==> src/rtl/uart_rx_deserializer.sv <==
// rtl/uart_rx_deserializer.sv - oversampling UART receiver with majority vote and stop check
// Parity state, parity check and o_par_err are built only when UART_RX_PARITY_EN is defined.
module uart_rx_deserializer #(
  parameter int DATA_WIDTH = 8,
  parameter int PRESCALE   = 8
) (
  input  logic                  i_clk,
  input  logic                  i_rst,
  input  logic                  i_rx_in,
  input  logic                  i_par_en,
  input  logic                  i_par_typ,
  output logic [DATA_WIDTH-1:0] o_p_data,
  output logic                  o_data_valid,
  output logic                  o_par_err,
  output logic                  o_stop_err,
  output logic                  o_busy
);

  localparam int TW = $clog2(PRESCALE);
  localparam int BW = (DATA_WIDTH > 1) ? $clog2(DATA_WIDTH) : 1;
  localparam int M  = PRESCALE / 2;

  localparam logic [TW-1:0] TICK_A    = TW'(M - 1);
  localparam logic [TW-1:0] TICK_B    = TW'(M);
  localparam logic [TW-1:0] TICK_DEC  = TW'(M + 1);
  localparam logic [TW-1:0] TICK_LAST = TW'(PRESCALE - 1);
  localparam logic [BW-1:0] BIT_LAST  = BW'(DATA_WIDTH - 1);

  localparam logic [2:0] S_IDLE   = 3'd0;
  localparam logic [2:0] S_START  = 3'd1;
  localparam logic [2:0] S_DATA   = 3'd2;
  localparam logic [2:0] S_STOP   = 3'd4;
`ifdef UART_RX_PARITY_EN
  localparam logic [2:0] S_PARITY = 3'd3;
`endif

  logic [2:0]            state;
  logic [TW-1:0]         tick_cnt;
  logic [BW-1:0]         bit_cnt;
  logic [DATA_WIDTH-1:0] shift_reg;
  logic                  rx_meta, rx_s, rx_prev;
  logic                  samp_a, samp_b;
  logic                  vote, decide, bit_end;

  assign vote    = (samp_a & samp_b) | (samp_a & rx_s) | (samp_b & rx_s);
  assign decide  = (tick_cnt == TICK_DEC);
  assign bit_end = (tick_cnt == TICK_LAST);
  assign o_busy  = (state != S_IDLE);

`ifdef UART_RX_PARITY_EN
  logic par_en_q, par_typ_q, par_bad, par_err_q;
  assign o_par_err = par_err_q;
`else
  logic unused_par_inputs;
  assign unused_par_inputs = i_par_en ^ i_par_typ;
  assign o_par_err = 1'b0;
`endif

  always_ff @(posedge i_clk) begin
    if (i_rst) begin
      state        <= S_IDLE;
      tick_cnt     <= '0;
      bit_cnt      <= '0;
      shift_reg    <= '0;
      rx_meta      <= 1'b1;
      rx_s         <= 1'b1;
      rx_prev      <= 1'b1;
      samp_a       <= 1'b1;
      samp_b       <= 1'b1;
      o_p_data     <= '0;
      o_data_valid <= 1'b0;
      o_stop_err   <= 1'b0;
`ifdef UART_RX_PARITY_EN
      par_en_q     <= 1'b0;
      par_typ_q    <= 1'b0;
      par_bad      <= 1'b0;
      par_err_q    <= 1'b0;
`endif
    end else begin
      rx_meta      <= i_rx_in;
      rx_s         <= rx_meta;
      rx_prev      <= rx_s;
      o_data_valid <= 1'b0;
      o_stop_err   <= 1'b0;
`ifdef UART_RX_PARITY_EN
      par_err_q    <= 1'b0;
`endif
      if (state != S_IDLE) begin
        if (tick_cnt == TICK_A) samp_a <= rx_s;
        if (tick_cnt == TICK_B) samp_b <= rx_s;
        tick_cnt <= bit_end ? '0 : tick_cnt + 1'b1;
      end

      case (state)
        S_IDLE: begin
          // A fresh 1->0 edge is required, so a line stuck low never retriggers.
          if (rx_prev && !rx_s) begin
            state    <= S_START;
            tick_cnt <= '0;
            bit_cnt  <= '0;
`ifdef UART_RX_PARITY_EN
            par_en_q  <= i_par_en;
            par_typ_q <= i_par_typ;
            par_bad   <= 1'b0;
`endif
          end
        end
        S_START: begin
          if (decide && vote) begin
            state    <= S_IDLE;
            tick_cnt <= '0;
          end else if (bit_end) begin
            state <= S_DATA;
          end
        end
        S_DATA: begin
          if (decide) shift_reg <= {vote, shift_reg[DATA_WIDTH-1:1]};
          if (bit_end) begin
            if (bit_cnt == BIT_LAST) begin
              bit_cnt <= '0;
`ifdef UART_RX_PARITY_EN
              state   <= par_en_q ? S_PARITY : S_STOP;
`else
              state   <= S_STOP;
`endif
            end else begin
              bit_cnt <= bit_cnt + 1'b1;
            end
          end
        end
`ifdef UART_RX_PARITY_EN
        S_PARITY: begin
          if (decide && (vote != (^shift_reg ^ par_typ_q))) par_bad <= 1'b1;
          if (bit_end) state <= S_STOP;
        end
`endif
        S_STOP: begin
          // Leave half a bit early so a back-to-back start edge is not missed.
          if (decide) begin
            state    <= S_IDLE;
            tick_cnt <= '0;
            if (!vote) begin
              o_stop_err <= 1'b1;
`ifdef UART_RX_PARITY_EN
              par_err_q  <= par_bad;
            end else if (par_bad) begin
              par_err_q  <= 1'b1;
`endif
            end else begin
              o_p_data     <= shift_reg;
              o_data_valid <= 1'b1;
            end
          end
        end
        default: state <= S_IDLE;
      endcase
    end
  end

endmodule

==> config.mk <==
export PLATFORM = sky130hd
export DESIGN_NAME = uart_rx_deserializer
export DESIGN_NICKNAME = d
export VERILOG_FILES = /design/src/rtl/uart_rx_deserializer.sv
export SDC_FILE = /design/constraint.sdc
export NUM_CORES = 1
export LEC_CHECK = 0
export BUFFER_PORTS_ARGS = -buffer_cell sky130_fd_sc_hd__buf_2
export CORE_MARGIN = 10
export CORE_UTILIZATION = 49
export CTS_CLUSTER_DIAMETER = 50
export CTS_CLUSTER_SIZE = 24
export DETAILED_ROUTE_END_ITERATION = 10
export MAX_ROUTING_LAYER = met4
export PLACE_DENSITY = 0.71
export REMOVE_ABC_BUFFERS = 1
export SYNTH_ARGS = -nofsm -noshare
export SYNTH_HDL_FRONTEND = slang
export SYNTH_SLANG_ARGS = --single-unit
export TNS_END_PERCENT = 30
==> constraint.sdc <==
create_clock -name i_clk -period 1.4 [get_ports i_clk]
set_input_delay 0.21 -clock i_clk [delete_from_list [all_inputs] [get_ports i_clk]]
set_output_delay 0.21 -clock i_clk [all_outputs]
set_load 0.01 [all_outputs]
## Word level (Yosys, flattened, before mapping)

Index checks and enable logic that the tools add are counted.

| storage, ports and cells | value |
|---|---|
| bits in registers | 32 |
| output and inout port bits | 12 |
| input bits | 5 |
| logic and storage cells | 66 |

| cells by class | value |
|---|---|
| bitwise operators | 7 |
| equal/unequal tests | 13 |
| $add $sub $neg | 2 |
| multiplexer cells | 19 |
| reductions and logical operators | 13 |

Operators with widths:

| operator | count |
|---|---|
| $mux W3 | 14 |
| $eq A3 B3 Y1 const B | 5 |
| $pmux W3 S4 | 1 |
| $pmux W3 S3 | 1 |
| $ne A2 B2 Y1 const B | 4 |
| $add A3 B1 Y3 const B | 2 |
| $eq A3 B2 Y1 const B | 2 |
| $pmux W3 S2 | 1 |
| $reduce_and A2 Y1 | 3 |
| $reduce_and A3 Y1 | 2 |
| $reduce_and A5 Y1 | 1 |
| $and A1 B1 Y1 | 3 |
| $eq A3 B1 Y1 const B | 1 |
| $logic_not A3 Y1 | 1 |
| $ne A3 B3 Y1 const B | 1 |
| $reduce_bool A3 Y1 | 1 |
| $reduce_or A3 Y1 | 1 |
| $logic_and A1 B1 Y1 | 2 |
| $mux W1 | 2 |
| $not A1 Y1 | 2 |
| $or A1 B1 Y1 | 2 |
| $reduce_bool A2 Y1 | 1 |
| $logic_not A1 Y1 | 1 |

## Logic depth before layout (Yosys ltp)

| logic depth | value |
|---|---|
| depth after elaboration | 6 |
| mapped depth | 6 |
| mapped depth without buffers | 5 |

## Least setup slack after synthesis

No wires, ideal clock.

| timing | value |
|---|---|
| path type | reg2reg |
| from | reg state[0] |
| to | reg samp_a |
| arrival | 1.346 ns |
| path slack | -0.068 ns |
| setup time | 0.122 ns |
| stages on the path, launching flop included | 5 |
| path buffers | 1 |
| data required time | 1.278 ns |
| period minus slack after synthesis | 1.468 ns |
| path through | dfxtp_1 > buf_6 > nor3_1 > inv_1 > a311o_1 |

| between the ends | value |
|---|---|
| cells in the longest elaborated chain, start to end | 2 |

Ends and longest elaborated chain:

| what | RTL line | source |
|---|---|---|
| start: declaration | 37 | `logic [2:0] state;` |
| start signal: assignment | 61 | `state <= S_IDLE;` |
| start signal: assignment | 98 | `state <= S_START;` |
| start signal: assignment | 110 | `state <= S_IDLE;` |
| $reduce_bool A3 Y1 | -- |  |
| named net o_busy | 16 | `output logic o_busy` |
| $reduce_and A2 Y1 (no line) | -- |  |
| end signal: assignment | 89 | `if (tick_cnt == TICK_A) samp_a <= rx_s;` |
| end: declaration | 42 | `logic samp_a, samp_b;` |

The timed path passes the listed nets, and every way through them passes these cells.
A chain may end at the register's enable or synchronous reset.

## Worst setup path after layout

| timing | value |
|---|---|
| from | reg bit_cnt[0] |
| to | reg bit_cnt[0] |

| between the ends | value |
|---|---|
| cells in the longest elaborated chain, start to end | 4 |
| elaborated cells between the ends (all ways) | 5 |
| those cells by class | 1 x add/sub; 1 x eq/ne; 3 x mux |

Ends and longest elaborated chain:

| what | RTL line | source |
|---|---|---|
| start: declaration | 39 | `logic [BW-1:0] bit_cnt;` |
| start signal: assignment | 127 | `bit_cnt <= bit_cnt + 1'b1;` |
| $add A3 B1 Y3 / $eq A3 B3 Y1 (equally long branches) | 127, 119 |  |
| $mux W3 * | 119 | `if (bit_cnt == BIT_LAST) begin` |
| $mux W3 * | 118 | `if (bit_end) begin` |
| $pmux W3 S2 * | 94 | `case (state)` |

Every way passes the cells marked *; elsewhere a longest branch is shown, timed or not. The select of a mux whose other input is x is not followed.

==> metrics.md <==
| Metric | Value |
|---|---|
| Mapped Avg Cell Area | `9.25 um2` |
| Core ar. | `0.00300 mm2` |
| Pre-antenna DRT Iters | `4` |
| Final Power | `2.05 mW` |
| Library cells used by synthesis | `39` |
| Crit path kind | `reg -> reg` |
| Die area | `0.00572 mm2` |
| Clock slew at reported path FFs | `0.09 ns` |
| Final core utilization | `64.8%` |
| Global-route wire length before repair | `5600 um` |
| Hold_sp | `i_rx_in` |
| Synthesized instance count | `164` |
| Commonest cells after routing, fill and taps aside | `dfxtp_1 (27), buf_4 (22), nand2b_1 (21)` |
| Post-synthesis sequential area ratio | `42.2%` |
| Critical path buffers and inverters | `0` |
| Clock Sinks | `32` |
| Top delay family on crit path | `simple AND/OR/NAND/NOR gates` |
| Setup WS post-layout | `-0.0425 ns` |
| Grt ovf | `0` |
| Num CTS Buffers | `5` |
| Worst-path cell chain | `ha_1, ha_2, or4_4, mux2i_1` |
| LEAKAGE | `0.754 nW` |
| Vias in the first global route | `1290` |
| Critical path fanouts, max | `3` |
| Post-synth EDFFs | `0` |
| Root buf cell | `clkbuf_4` |
| FF+latch count, synth | `32` |
| Cell-internal power | `1.57 mW` |
| Cell Area, Synth | `0.00152 mm2` |
| Hold slack | `0.0488 ns` |
| Sequential share of power | `46.4%` |
| Reg2reg end | `bit_cnt[0]$_SDFFE_PP0P_` |
| Clock buffer depth | `2` |
| Die Ht | `75.7 um` |
| Total number of vias | `1302` |
| Logic gate share of total power | `15.3%` |
| Most common cell after layout, fill and taps aside | `dfxtp_1` |
| Pwr dens | `1060 mW/mm2` |
| Switching share of power | `23.5%` |
| CP max stage cell | `or4_4` |
| Hold Path Cell Cnt | `2` |
| Critical path's largest stage delay | `0.51 ns` |
| HP Class | `in -> reg` |
| Startpoint types | `register` |
| R2r worst-path depth | `4` |
| Top cell type's share of synthesized area | `42.2%` |
| Main synth FF type | `dfxtp_1` |
| Failing checks | `negative setup slack` |
| CTS tree | `done` |
| Routability Congestion | `0.856` |
| Setup violations, final | `3` |
| Share of cells above drive strength 1 | `36.9%` |
| Gr usage total | `13.3%` |
| CTS H-Tree Depth | `2` |
| Top post-synthesis cells by area | `dfxtp_1 (42%), nand2b_1 (8.7%), mux2i_1 (7.3%)` |
| FMAX | `693 MHz` |
| Nets@finish | `209` |
| CP Launch Point | `bit_cnt[0]$_SDFFE_PP0P_` |
| Clock Power Share | `38.3%` |
| Drt wl/cell | `14.6 um` |
| Via density | `5.64` |
| Ant. Diodes | `0` |
| Worst r2r src | `bit_cnt[0]$_SDFFE_PP0P_` |
| Setup crit end kind | `register` |
| R2R Setup Slk | `-0.04 ns` |
| Final hold vios | `0` |
| Fraction of registers with async set/reset | `0%` |
| Detailed Route WL | `3380 um` |
| Largest net degree at the start of global routing | `34` |
| DRC Markers | `0` |
| Status | `complete, but fails checks` |
| Max-Cap Viols | `0` |
| Initial core utilization | `50.5%` |
| Fillers | `241` |
| Setup skew after layout | `0.00930 ns` |
| Port Buffers | `13` |
| Chip width | `75.7 um` |
| Max Transition Viols Final | `0` |
| Worst VDD drop | `784 uV` |
| Num rows | `20` |
| Sink of the worst hold path | `rx_meta$_SDFF_PP1_` |
| Synth warnings | `0` |
| Period utilization | `103%` |
| Final ANT Viol Nets | `0` |
| Synth-to-Final Area Change | `28.1%` |
| Cell taking the most area after synthesis | `dfxtp_1` |
| Worst skew pair latency | `0.34 ns` |
| Worst Path Arrival | `1.71 ns` |
| Hold_buf cts | `0` |
| Psw | `0.482 mW` |
| RSZ-0062 raised after global routing | `true` |
| Minimum clock period | `1.44 ns` |
| DRT iter0 DRCs | `88` |
| Required time of the critical path | `1.67 ns` |
| Final HPWL from detailed placement | `2330 um` |
| Initial antenna violation count | `0` |
| I/O pins | `17` |
[per-layer routing]
| metal | global-route usage, % | up-vias | share of wire [%] |
|---|---|---|---|
| li1 | - | 641 | - |
| met2 | 22.4 | 30 | 51 |
| met5 | - | - | 0 |
| met4 | 7.22 | 0 | 3.2 |
| met1 | 12.9 | 621 | 42 |
| met3 | 5.21 | 10 | 4.0 |
[worst max path at each step]
| stage | endpoint | slack (ns) | cells past startpoint |
|---|---|---|---|
| CTS | bit_cnt[0]$_SDFFE_PP0P_ | -0.05 | 4 |
| finish | bit_cnt[0]$_SDFFE_PP0P_ | -0.04 | 4 |
| global route | bit_cnt[0]$_SDFFE_PP0P_ | -0.11 | 4 |
| floorplan | o_p_data[0]$_SDFFE_PP0P_ | -0.18 | 4 |
| global placement | o_p_data[4]$_SDFFE_PP0P_ | -0.06 | 5 |
| detailed placement | o_p_data[2]$_SDFFE_PP0P_ | -0.17 | 5 |
[synth_stat cells (2+ instances only)]
| library cell | number |
|---|---|
| nor3_1 | 3 |
| nor4_1 | 2 |
| ha_1 | 7 |
| nand2b_1 | 21 |
| dfxtp_1 | 32 |
| inv_1 | 5 |
| o32ai_1 | 2 |
| or2_2 | 3 |
| a21boi_0 | 2 |
| nand3b_1 | 2 |
| clkbuf_1 | 7 |
| buf_4 | 2 |
| and4_1 | 2 |
| nand2_1 | 6 |
| nor2_1 | 5 |
| or3b_2 | 2 |
| mux2i_1 | 11 |
| o21ai_0 | 9 |
| buf_2 | 2 |
| nand3_1 | 11 |
| a21oi_1 | 10 |
[metrics by stage]
step / setup WS, ns / setup TNS, ns / instance area (um2) / instances
after CTS: -0.0515 / -0.0924 / 1890 / 231
after global routing: -0.108 / -0.394 / 1940 / 231
after global placement: -0.0614 / -0.467 / 1730 / 219
after floorplan: -0.184 / -1.74 / 1460 / 152
final: -0.0425 / -0.0988 / 1940 / 231
after detailed placement: -0.166 / -1.37 / 1730 / 219
[area by class of cell]
cell class              instances  area [um2]  area share [%]
multi-input cells             115         861            44.3
flip-flops and latches         32         647            33.3
repair buffers                 38         279            14.4
clock buffers                   7        65.1            3.35
well taps                      33        41.3            2.12
clock inverters                 1        30.0            1.54
inverters                       5        21.3            1.09
[power by group through the flow]
| stage | Sequential (mW) | Combinational [mW] | Clock [mW] |
|---|---|---|---|
| detailed placement | 0.967 | 0.240 | 0 |
| global route | 0.955 | 0.345 | 0.844 |
| floorplan | 0.976 | 0.115 | 0 |
| CTS | 0.948 | 0.295 | 0.805 |
| finish | 0.952 | 0.314 | 0.787 |
| global placement | 0.965 | 0.233 | 0 |
[cell families after synthesis]
family	Yosys count	share of synthesized area (%)
AND/OR/NAND/NOR	64	25.2
flip-flops	32	42.2
AO/OA/AOI/OAI	30	12.5
buffers and inverters	17	5.36
multiplexers	12	8.00
adder cells (fa/ha/maj)	8	6.43
other	1	0.247
[repair_timing]
action                     4_1_cts  5_1_grt
buffers inserted                 4        0
gates resized for setup         13       15
pin swaps                        1        2
hold endpoints to repair         0        0
setup endpoints to repair       14       16
No activity file was read; power rests on OpenSTA's default activity.
